===== src/rtl/array_pkg.sv =====
// Shared constants and FSM state type for the 4x4 systolic array sequencer.
package array_pkg;
  localparam int DATA_WIDTH = 8;
  localparam int ACC_WIDTH  = 16;
  localparam int N          = 4;
  localparam int RUN_CYCLES = 3*N - 2;
  localparam int T_W        = 4;

  typedef enum logic [2:0] {IDLE, CLR, RUN, CAPT, DONE} state_t;
endpackage


===== src/rtl/array_skew_mux.sv =====
// Picks the diagonally skewed A-row / B-column elements fed to the array at step t.
module array_skew_mux #(
  parameter int DATA_WIDTH = 8,
  parameter int N          = 4,
  parameter int T_W        = 4
) (
  input  logic [N-1:0][N-1:0][DATA_WIDTH-1:0] a_buf,
  input  logic [N-1:0][N-1:0][DATA_WIDTH-1:0] b_buf,
  input  logic [T_W-1:0]                      t,
  output logic [N-1:0][DATA_WIDTH-1:0]        a_out,
  output logic [N-1:0][DATA_WIDTH-1:0]        b_out
);
  // Lane i carries A[i][k] / B[k][i] when t == i + k; outside the diagonal it is zero padding.
  always_comb begin
    a_out = '0;
    b_out = '0;
    for (int i = 0; i < N; i++) begin
      for (int k = 0; k < N; k++) begin
        if (int'(t) == i + k) begin
          a_out[i] = a_buf[i][k];
          b_out[i] = b_buf[k][i];
        end
      end
    end
  end
endmodule


===== src/rtl/array_sched.sv =====
// Sequencer for the 4x4 output-stationary array: operand buffers, clear, skewed streaming, capture.
module array_sched #(
  parameter int DATA_WIDTH = array_pkg::DATA_WIDTH,
  parameter int ACC_WIDTH  = array_pkg::ACC_WIDTH,
  parameter int N          = array_pkg::N
) (
  input  logic                        clk,
  input  logic                        rst_n,
  input  logic                        load_en,
  input  logic                        load_sel,
  input  logic [1:0]                  load_row,
  input  logic [N*DATA_WIDTH-1:0]     load_data,
  input  logic                        start,
  output logic                        busy,
  output logic                        res_valid,
  input  logic                        res_ready,
  output logic [N*N*ACC_WIDTH-1:0]    result,
  output logic                        arr_rst_n,
  output logic                        arr_we,
  output logic [N*DATA_WIDTH-1:0]     arr_a_in,
  output logic [N*DATA_WIDTH-1:0]     arr_b_in,
  input  logic [N*N*ACC_WIDTH-1:0]    arr_data_out
);
  localparam int TW         = array_pkg::T_W;
  localparam int RUN_CYCLES = 3*N - 2;

  typedef logic [N-1:0][N-1:0][DATA_WIDTH-1:0] mat_t;
  typedef logic [N-1:0][DATA_WIDTH-1:0]        vec_t;

  array_pkg::state_t          state_q, state_d;
  logic [TW-1:0]              t_q, t_d;
  logic                       busy_q, busy_d;
  logic                       valid_q, valid_d;
  logic                       we_q, we_d;
  logic                       clr_n_q, clr_n_d;
  vec_t                       a_in_q, a_in_d, b_in_q, b_in_d;
  logic [N*N*ACC_WIDTH-1:0]   result_q, result_d;
  mat_t                       a_buf_q, a_buf_d, b_buf_q, b_buf_d;
  logic [TW-1:0]              mux_t;
  vec_t                       mux_a, mux_b;

  // Outputs are registered, so the mux looks one step ahead of the step being driven.
  assign mux_t = (state_q == array_pkg::CLR) ? '0 : t_q + TW'(1);

  array_skew_mux #(.DATA_WIDTH(DATA_WIDTH), .N(N), .T_W(TW)) u_skew (
    .a_buf (a_buf_q),
    .b_buf (b_buf_q),
    .t     (mux_t),
    .a_out (mux_a),
    .b_out (mux_b)
  );

  always_comb begin
    state_d  = state_q;
    t_d      = t_q;
    busy_d   = busy_q;
    valid_d  = valid_q;
    we_d     = 1'b0;
    clr_n_d  = 1'b1;
    a_in_d   = '0;
    b_in_d   = '0;
    result_d = result_q;
    a_buf_d  = a_buf_q;
    b_buf_d  = b_buf_q;

    if (load_en && (state_q == array_pkg::IDLE || state_q == array_pkg::DONE)) begin
      if (load_sel) b_buf_d[load_row] = load_data;
      else          a_buf_d[load_row] = load_data;
    end

    case (state_q)
      array_pkg::IDLE: begin
        if (start) begin
          state_d = array_pkg::CLR;
          busy_d  = 1'b1;
          clr_n_d = 1'b0;
        end
      end
      array_pkg::CLR: begin
        state_d = array_pkg::RUN;
        t_d     = '0;
        we_d    = 1'b1;
        a_in_d  = mux_a;
        b_in_d  = mux_b;
      end
      array_pkg::RUN: begin
        if (t_q == TW'(RUN_CYCLES - 1)) begin
          state_d = array_pkg::CAPT;
          t_d     = '0;
        end else begin
          t_d    = t_q + TW'(1);
          we_d   = 1'b1;
          a_in_d = mux_a;
          b_in_d = mux_b;
        end
      end
      array_pkg::CAPT: begin
        state_d  = array_pkg::DONE;
        result_d = arr_data_out;
        busy_d   = 1'b0;
        valid_d  = 1'b1;
      end
      array_pkg::DONE: begin
        // A restart wins over a simultaneous consume; the old result is dropped either way.
        if (start) begin
          state_d = array_pkg::CLR;
          busy_d  = 1'b1;
          clr_n_d = 1'b0;
          valid_d = 1'b0;
        end else if (res_ready) begin
          state_d = array_pkg::IDLE;
          valid_d = 1'b0;
        end
      end
      default: state_d = array_pkg::IDLE;
    endcase
  end

  always_ff @(posedge clk or negedge rst_n) begin
    if (!rst_n) begin
      state_q  <= array_pkg::IDLE;
      t_q      <= '0;
      busy_q   <= 1'b0;
      valid_q  <= 1'b0;
      we_q     <= 1'b0;
      clr_n_q  <= 1'b0;
      a_in_q   <= '0;
      b_in_q   <= '0;
      result_q <= '0;
      a_buf_q  <= '0;
      b_buf_q  <= '0;
    end else begin
      state_q  <= state_d;
      t_q      <= t_d;
      busy_q   <= busy_d;
      valid_q  <= valid_d;
      we_q     <= we_d;
      clr_n_q  <= clr_n_d;
      a_in_q   <= a_in_d;
      b_in_q   <= b_in_d;
      result_q <= result_d;
      a_buf_q  <= a_buf_d;
      b_buf_q  <= b_buf_d;
    end
  end

  assign busy      = busy_q;
  assign res_valid = valid_q;
  assign result    = result_q;
  assign arr_we    = we_q;
  assign arr_a_in  = a_in_q;
  assign arr_b_in  = b_in_q;
  assign arr_rst_n = rst_n & clr_n_q;
endmodule


===== config.mk =====
export PLATFORM = sky130hd
export DESIGN_NAME = array_sched
export DESIGN_NICKNAME = d
export VERILOG_FILES = /design/src/rtl/array_pkg.sv /design/src/rtl/array_skew_mux.sv /design/src/rtl/array_sched.sv
export SDC_FILE = /design/constraint.sdc
export NUM_CORES = 1
export LEC_CHECK = 0
export ABC_AREA = 1
export CORE_MARGIN = 8
export CORE_UTILIZATION = 45
export CTS_BUF_LIST = sky130_fd_sc_hd__clkbuf_16
export CTS_CLUSTER_DIAMETER = 200
export CTS_CLUSTER_SIZE = 20
export DETAILED_ROUTE_END_ITERATION = 10
export GPL_ROUTABILITY_DRIVEN = 0
export PLACE_DENSITY_LB_ADDON = 0.15
export SLEW_MARGIN = 30
export SYNTH_ARGS = -nofsm -noshare
export SYNTH_HDL_FRONTEND = slang
export SYNTH_SLANG_ARGS = --single-unit

===== constraint.sdc =====
create_clock -name clk -period 2.1 [get_ports clk]
set_input_delay 0.42 -clock clk [delete_from_list [all_inputs] [get_ports clk]]
set_output_delay 0.42 -clock clk [all_outputs]
set_load 0.01 [all_outputs]

==> results.json <==
{
  "routed_wirelength_um": 94240,
  "drc": 0,
  "grt_usage_pct": 29.45,
  "setup_viol": 0,
  "num-fill-cells": 4561,
  "synthTopCellsByArea": "dfrtp_1 (60%), nand2_1 (18%), o21ai_0 (5.7%), inv_1 (4.1%), nand3_1 (3.8%)",
  "antenna_found_initial": 32,
  "status": "finished with violations",
  "avgSynthCellArea_um2": 8.383,
  "cts_buffers": 35,
  "synth_area_leader_cell": "dfrtp_1",
  "vias": 21440,
  "ios": 620,
  "netlist_area_um2": 24400,
  "clk_pin_slew_worst_paths_ns": 0.09,
  "skew_ns": 0.02319,
  "grt_max_degree": 148,
  "worstMarginPinSlew_ns": 0.8725,
  "first_iter_violations": 2303,
  "synth_cells": 2910,
  "vias_per_cell": 5.172,
  "crit_end": "arr_a_in[13]",
  "dr.pass1.iters": 6,
  "rsz0062_at_grt": "no",
  "synth-main-ff-cell": "dfrtp_1",
  "synth_cell_types": 25,
  "holdWs_ns": -0.05077,
  "synthArstFlopShare_pct": 100.0,
  "area_growth_pct": 34.15,
  "setup-tns-final_ns": 0,
  "yosys.area.top_type_share_pct": 60.21,
  "slew_headroom_pct": 41.83,
  "grt_pass1_vias": 20940,
  "syn_nets": 3208,
  "routedWlPerCell_um": 22.74,
  "placed_cells": 4088,
  "fp.coreArea_um2": 53710,
  "portBuffers": 619,
  "startpoint": "t_q[0]",
  "clock_sinks": 587,
  "crit_fanout": 15,
  "rr_endpoint": "arr_a_in[13]",
  "critPathKind": "reg2reg",
  "fin_crit_sh_pct": 99.45,
  "cp-end-kind": "register",
  "regToRegSetupSlack_ns": 0.01,
  "cap_viol_max_count": 0,
  "grt_pass1_wl_um": 138600,
  "start_util_pct": 45.42,
  "worstSetupStartpointType": "register",
  "antenna_left": 0,
  "cts_max_path_buffers": 3,
  "critPathArrivalTime_ns": 2.58,
  "violations": "negative hold slack",
  "yosys_warnings": 0,
  "fmax_ghz": 0.4788,
  "die-width_um": 248.8,
  "layout_min_cycle_time_ns": 2.088,
  "dp_hpwl_um": 68600,
  "reg2reg_depth": 10,
  "synth_enable_flop_cells": 0,
  "drive_gt1_share_pct": 5.263,
  "regArea_um2": 14740,
  "die_h_um": 248.8,
  "yosysSeqAreaShare_pct": 60.21,
  "clkLatencyLatePin_ns": 0.57,
  "dieArea_um2": 61920,
  "overflow": 0,
  "rr_startpoint": "t_q[0]",
  "ir_drop_v": 0.0008699,
  "slew_viol_final": 0,
  "finalHoldViolCount": 15,
  "power.density_nw_per_um2": 1573,
  "cts_root_buf": "clkbuf_16",
  "fp-row-count": 85,
  "multi_input_area_um2": 7868,
  "nNetsFinal": 3736,
  "cp.required_ns": 2.59,
  "htreeDepth": 2,
  "power.leakage_nw": 16.00,
  "hp-class": "in2async",
  "final-instance-count-excl-fill": 4145,
  "cts_tree": "yes",
  "synth_seq_cells": 587
}
==> power breakdown <==
group,internal [mW],total [mW],switching [mW]
registers,16.9,21.0,4.09
clock network,3.16,7.03,3.87
logic,10.4,23.4,13.0
==> per-layer routing <==
| layer | routed length [um] | vias to the layer above | global-route usage (%) | part of all wire, % |
|---|---|---|---|---|
| met5 | 263 | - | 0 | 0.28 |
| met4 | 2772 | 40 | 7.974 | 2.9 |
| met3 | 12310 | 170 | 13.63 | 13 |
| met2 | 42030 | 1044 | 45.00 | 45 |
| met1 | 36860 | 10240 | 37.52 | 39 |
| li1 | - | 9945 | - | - |
==> worst max-delay path: stages, from the launching register on <==
cell,delay [ns]
dfrtp_2,0.47
ha_1,0.33
inv_1,0.16
nand2_2,0.12
nor2_4,0.24
buf_12,0.15
clkbuf_16,0.18
nand3_1,0.08
nand2_1,0.07
nor2_1,0.05
nor2_1,0.16
==> cell families after synthesis <==
family	synth area share [%]
flops	60.21
simple gates	25.26
fa+ha+maj	0.1026
buf+inv	7.719
compound gates	6.703
==> synth_stat cells (2+ instances only) <==
cell type,number
nor2_2,4
buf_4,6
nand3_2,2
o22ai_1,3
nand2_2,2
inv_1,267
clkbuf_1,100
o21ai_0,278
o21ai_1,44
nor3_4,8
nand3_1,183
dfrtp_1,587
buf_2,83
ha_1,2
nand2_1,1174
nor2_1,130
inv_2,3
nand4_1,18
nor2_4,2
buf_1,9
==> per-stage QoR <==
step | hold WS [ns] | util (%) | total power, mW | setup WS (ns) | cell area, um2
floorplan | 0.1244 | - | 30.92 | 0.3175 | 24400
global placement | 0.4306 | 58.63 | 43.40 | 0.1313 | 31490
detailed placement | 0.4341 | 58.63 | 43.93 | 0.04450 | 31490
CTS | 0.01665 | 60.49 | 51.18 | 0.004483 | 32490
global route | 0.02349 | 60.90 | 54.76 | 0.0001991 | 32710
finish | -0.05077 | 60.94 | 51.47 | 0.01159 | 32730
==> placed cells by master (no fill, tap or decap), types with 41 or more instances in the layout <==
cell type and n:
nand2_1 1170, clkdlybuf4s50_1 606, dfrtp_1 544, o21ai_0 278
inv_1 266, nand3_1 182, nor2_1 129, o21ai_1 43
dfrtp_2 43, clkbuf_16 41
==> layout make-up <==
type,count,area share [%]
Clock inverter,1,0.04970
Timing Repair Buffer,689,22.18
Clock buffer,37,2.829
Tap cell,696,2.661
Multi-Input combinational cell,1855,24.04
Sequential cell,587,45.05
Inverter,270,3.120
Antenna cell,10,0.07646
==> how the worst min path moves through the flow <==
stage / start / to / slack (ns) / depth (start not counted)
after CTS: rst_n / b_buf_q[98] / 0.02 / 2
after global placement: rst_n / b_buf_q[97] / 0.43 / 2
after detailed placement: rst_n / b_buf_q[97] / 0.43 / 2
after global routing: rst_n / b_buf_q[32] / 0.02 / 2
final: rst_n / b_buf_q[98] / -0.05 / 2
after floorplan: rst_n / a_buf_q[0] / 0.12 / 0
==> state kept, by name, indices dropped and copies added, names as in the netlist <==
register	cells
result	256
a_buf_q	128
b_buf_q	128
arr_a_in	32
arr_b_in	32
t_q	4
state_q	3
arr_we	1
busy	1
clr_n_q	1
res_valid	1
==> what timing repair did <==
action                                  4_1_cts  5_1_grt
resized for setup                            39       24
hold buffers                                  1        0
endpoints found under the hold margin       131        0
pin swaps                                     0        3
setup buffers                                 0        4
endpoints found under the setup margin       39       65
cloned                                        0        4
(Power assumes the default switching activity.)
==> variant 1, RTL diff (same flow settings) <==
Re-encode `state_t` (5 states) as one-hot, 5 bits wide.
--- a/src/rtl/array_pkg.sv
+++ b/src/rtl/array_pkg.sv
@@ -6,6 +6,6 @@
   localparam int RUN_CYCLES = 3*N - 2;
   localparam int T_W        = 4;
 
-  typedef enum logic [2:0] {IDLE, CLR, RUN, CAPT, DONE} state_t;
+  typedef enum logic [4:0] {IDLE = 5'b00001, CLR = 5'b00010, RUN = 5'b00100, CAPT = 5'b01000, DONE = 5'b10000} state_t;
 endpackage
 
Formal check against the unedited RTL: no difference found for any inputs over 4 cycles, from zero or initial values and one cycle with rst_n low; so few cycles prove little.
==> variant 1 against the original RTL <==
- the flow still finishes with violations (negative hold slack)
- worst setup slack got worse by 0.0038 ns
- area after synthesis barely moved
- wire length rose by 8.5%
- final area rose by 0.80%
- critical path type is now reg -> out
- power fell by 16%
- sequential cell count rose by 2
- synthesized cell count rose by 0.62%
- highest routed layer unchanged
==> variant 1: results (changes against the original RTL) <==
GRT
  – Largest net degree at the start of global routing: 167 (+13%)
  – Met1 usage: 0.414 (+0.0387)
  – GR met3 Demand/Resource: 0.105 (-0.0312)
  – First-pass GRT wire length: 149 mm (+7.4%)
  – Vias in the first global route: 21.6k (+3.3%)

Worst setup path
  – CP top delay family: buffers and inverters
  – Crit path largest cell delay: 0.62 ns (+0.15 ns)
  – Crit path launch: result[66]
  – R2R cell count: 7 (-3)
  – Setup crit end: result[66]
  – Flop2flop setup slack: 0.05 ns (+0.04 ns)

Layout
  – Layout cells sized above 1: 0.0636 (+0.0110)
  – Multi-input combinational cell count: 2111 (+14%)
  – Non-clock inverter count: 46 (-83%)
  – Clock buf/inv share: 0.0280 (-0.000796)
  – Buffers, non-clock: 734 (+6.5%)

Logic synthesis
  – Synth top area cells: dfrtp_1, nand2_1, nor2_1
  – Synth top cells by count: nand2_1, dfrtp_1, nor2_1
  – Register area share after synthesis: 0.604 (+0.00151)
  – Cell variety after synth: 29 (+16%)
  – Net Count, Synth: 3226 (+0.56%)

Run status
  – Outcome: complete, but fails checks
  – Failing checks: negative hold slack

Routing
  – Met2 WL: 46.9 mm (+12%)
  – WL met1: 40.1 mm (+8.8%)
  – Drt via density: 5.25 (+1.6%)

Timing
  – Post-Route Skew: 0.0200 ns (-0.00315 ns)
  – Relative max-transition margin: 0.496 (+0.0780)
  – FMAX: 478 MHz (-0.18%)
  – Fin. Hold Viols: 36 (+21)
  – Hold WS: -0.0628 ns (-0.0120 ns)

Power and ir drop
  – Leak: 16.5 nW (+3.2%)
  – Comb group: 17.4 mW (-26%)
  – Power in sequential cells: 18.9 mW (-10%)
  – Power, Total: 43.2 mW (-16%)
  – Worst VDD drop: 0.675 mV (-22%)

Place
  – Post-DP HPWL: 74.4 mm (+8.4%)
  – Dpl ws: -0.000266 ns (-0.0448 ns)

Clocking
  – Hold buffer count at CTS: 2 (+1)
  – # resized after CTS: 24 (-38%)
[variant 1: changes by cell type after synthesis, moves of 10 or more]
cell	change
inv_1	-231
buf_2	-26
nand4_1	-15
o211ai_1	+17
o21ai_1	-44
nor3_1	+16
o21ai_0	-227
buf_6	+25
nand2_1	+604
nand3_1	-95
clkbuf_1	-21
nand3_4	+10
[variant 1: worst min path at each step]
stage          startpoint          end  slack (ns)  cells past startpoint
2_1_floorplan       rst_n   a_buf_q[0]        0.12                      0
3_3_place_gp        rst_n  b_buf_q[73]        0.24                      1
3_5_place_dp        rst_n  b_buf_q[73]        0.24                      1
4_1_cts             rst_n  a_buf_q[51]        0.04                      2
5_1_grt             rst_n  a_buf_q[51]        0.01                      2
6_report            rst_n  a_buf_q[51]       -0.06                      2
[variant 1: cell families after synthesis]
group | share of synthesized area
and+or+nand+nor | 0.330
adders and majority gates | 0.00102
buffers and inverters | 0.0481
DFF | 0.604
AOI/OAI and AO/OA | 0.0171
==> variant 2, RTL diff (same flow settings) <==
Made on the original files. `T_W` is set to 4 in 2 places; all go to 5.
--- a/src/rtl/array_pkg.sv
+++ b/src/rtl/array_pkg.sv
@@ -4,7 +4,7 @@
   localparam int ACC_WIDTH  = 16;
   localparam int N          = 4;
   localparam int RUN_CYCLES = 3*N - 2;
-  localparam int T_W        = 4;
+  localparam int T_W        = 5;
 
   typedef enum logic [2:0] {IDLE, CLR, RUN, CAPT, DONE} state_t;
 endpackage
--- a/src/rtl/array_skew_mux.sv
+++ b/src/rtl/array_skew_mux.sv
@@ -2,7 +2,7 @@
 module array_skew_mux #(
   parameter int DATA_WIDTH = 8,
   parameter int N          = 4,
-  parameter int T_W        = 4
+  parameter int T_W        = 5
 ) (
   input  logic [N-1:0][N-1:0][DATA_WIDTH-1:0] a_buf,
   input  logic [N-1:0][N-1:0][DATA_WIDTH-1:0] b_buf,
Check against the original RTL: same outputs for any inputs over 4 cycles, from zero or initial values and one cycle with rst_n low; that may be too few to reach the edited logic, so the function may still have changed.
==> variant 2 against the original RTL <==
- worst setup slack improved by 0.035 ns
- final area rose by 0.37%
- first-iteration DRC count down 33%
- hold slack improved by 0.097 ns
- global-route usage fell by 1.1 points
- utilization rose by 1.6 points
- sequential cell count is 1 higher
- largest power group unchanged
- area after synthesis is 2.1% lower
- wire length is 5.4% lower
- synthesized cell count decreased by 17%
- power decreased by 1.6%
- via count is 8.5% lower
==> variant 2: results (changes against the original RTL) <==
Run status
  – Outcome: finished, final reports clean

Logic synthesis
  – YS warnings: 0 (unchanged)
  – Cell variety after synth: 25 (unchanged)
  – Post-synthesis xor/xnor area fraction: 0 (unchanged)
  – Register area share after synthesis: 0.616 (+0.0137)
  – Synth top cells by count: nand2_1, dfrtp_1, nand3_1
  – Net Count, Synth: 2715 (-15%)
  – Fraction of registers with async set/reset: 1.00 (unchanged)
  – Synth top area cells: dfrtp_1, nand2_1, mux2_2
  – Main synth FF type: dfrtp_1
  – Post-synthesis mux area share: 0.106 (+0.106)
  – Post-Synth Adder-Cell Area: 0.00105 (+0.0000216)
  – Post-synthesis compound-gate area fraction: 0.0287 (-0.0383)

GRT
  – First-pass GRT wire length: 130 mm (-6.2%)
  – Initial antenna violation count: 29 (-9.4%)
  – GR met3 Demand/Resource: 0.0866 (-0.0497)
  – Vias in the first global route: 19.7k (-6.0%)
  – Met2 GRT Util: 0.471 (+0.0207)
  – Met1 usage: 0.350 (-0.0254)
  – Largest net degree at the start of global routing: 148 (unchanged)
  – Tot GR Track Use: 0.283 (-0.0111)

Worst setup path
  – Critical R2R Capture: arr_b_in[25]
  – Crit-path slowest cell: clkdlybuf4s50_1
  – R2R cell count: 10 (unchanged)
  – Crit Path Max Fanout: 1 (-14)
  – Arr. time, crit path: 1.63 ns (-0.95 ns)
  – Crit path largest cell delay: 0.72 ns (+0.25 ns)
  – Flop2flop setup slack: 0.05 ns (+0.03 ns)
  – CP top delay family: buffers and inverters

Routing
  – Wire per inst: 24.0 um (+5.5%)
  – Pre-Repair DR Iteration Count: 6 (unchanged)
  – Drt via density: 5.27 (+2.0%)
  – Initial drt markers: 1547 (-33%)

Power and ir drop
  – Power in sequential cells: 19.5 mW (-7%)
  – PD cells: 1540 nW/um^2 (-1.9%)
  – Sw power: 19.5 mW (-7.4%)
  – Worst VDD drop: 0.843 mV (-3.1%)
  – Leak: 15.7 nW (-2.0%)
  – Gate power share: 0.478 (+0.023)

Layout
  – Largest register FFs: 256 (unchanged)
  – Filler cells: 4293 (-5.9%)
  – Layout cells sized above 1: 0.108 (+0.0554)
  – Final #Nets: 3323 (-11%)

Clocking
  – Clock-pin slew on the worst setup and hold paths: 0.09 ns (about the same)
  – H-tree levels: 2 (unchanged)

Timing
  – Slew of the pin with the lowest slew margin: 0.828 ns (-0.0440 ns)
  – Post-Route Skew: 0.0173 ns (-0.00590 ns)

Place
  – Dpl ws: -0.0896 ns (-0.134 ns)
  – Post-DP HPWL: 63.6 mm (-7.4%)
  – IO Port Bufs: 619 (unchanged)

Hold path
  – Worst min path class: in -> async
==> variant 2: cell count changes in the layout (fill, tap and decap cells not counted), moves of 40 or more <==
| cell | delta |
|---|---|
| dfrtp_1 | +40 |
| inv_1 | -210 |
| mux2_1 | +79 |
| mux2_2 | +145 |
| nand2_1 | -223 |
| o21ai_0 | -180 |
==> variant 2: final cells by class <==
class	instances	area (um^2)	area share
Antenna cell	4	10.0	0.000305
Clock buffer	37	926	0.0282
Clock inverter	1	16.3	0.000495
Inverter	62	240	0.00731
Multi-Input combinational cell	1624	8480	0.258
Sequential cell	588	14700	0.448
Tap cell	688	861	0.0262
Timing Repair Buffer	714	7590	0.231
==> variant 2: worst max path at each step <==
stage | start | to | slack (ns) | depth (start not counted)
finish | arr_b_in[21] | arr_b_in[21] | 0.05 | 1
global route | t_q[0] | arr_b_in[25] | -0.03 | 10
CTS | t_q[0] | arr_b_in[8] | -0.003 | 11
detailed placement | t_q[0] | arr_b_in[25] | -0.09 | 11
global placement | load_en | b_buf_q[41] | -0.04 | 6
floorplan | t_q[0] | arr_b_in[15] | 0.26 | 11
==> variant 2: per-stage QoR <==
stage	hold slack [ns]	instance area, um^2	cells
CTS	0.0672	32400	3693
finish	0.0459	32800	3718
global route	0.0858	32800	3716
global placement	0.460	31400	3650
detailed placement	0.462	31400	3650
floorplan	0.124	23900	2417
==> variant 2: layer usage <==
layer,wire [um],vias up
met5,270,-
met4,3610,42
met3,7440,186
met2,43700,734
met1,34100,9725
li1,-,8921
==> variant 2: what timing repair did <==
item	4_1_cts	5_1_grt
resized for setup	15	45
cloned	3	9
setup endpoints to repair	24	71
hold endpoints to repair	93	0
hold buffers	1	0
pin swaps	0	12
buffers inserted	1	12
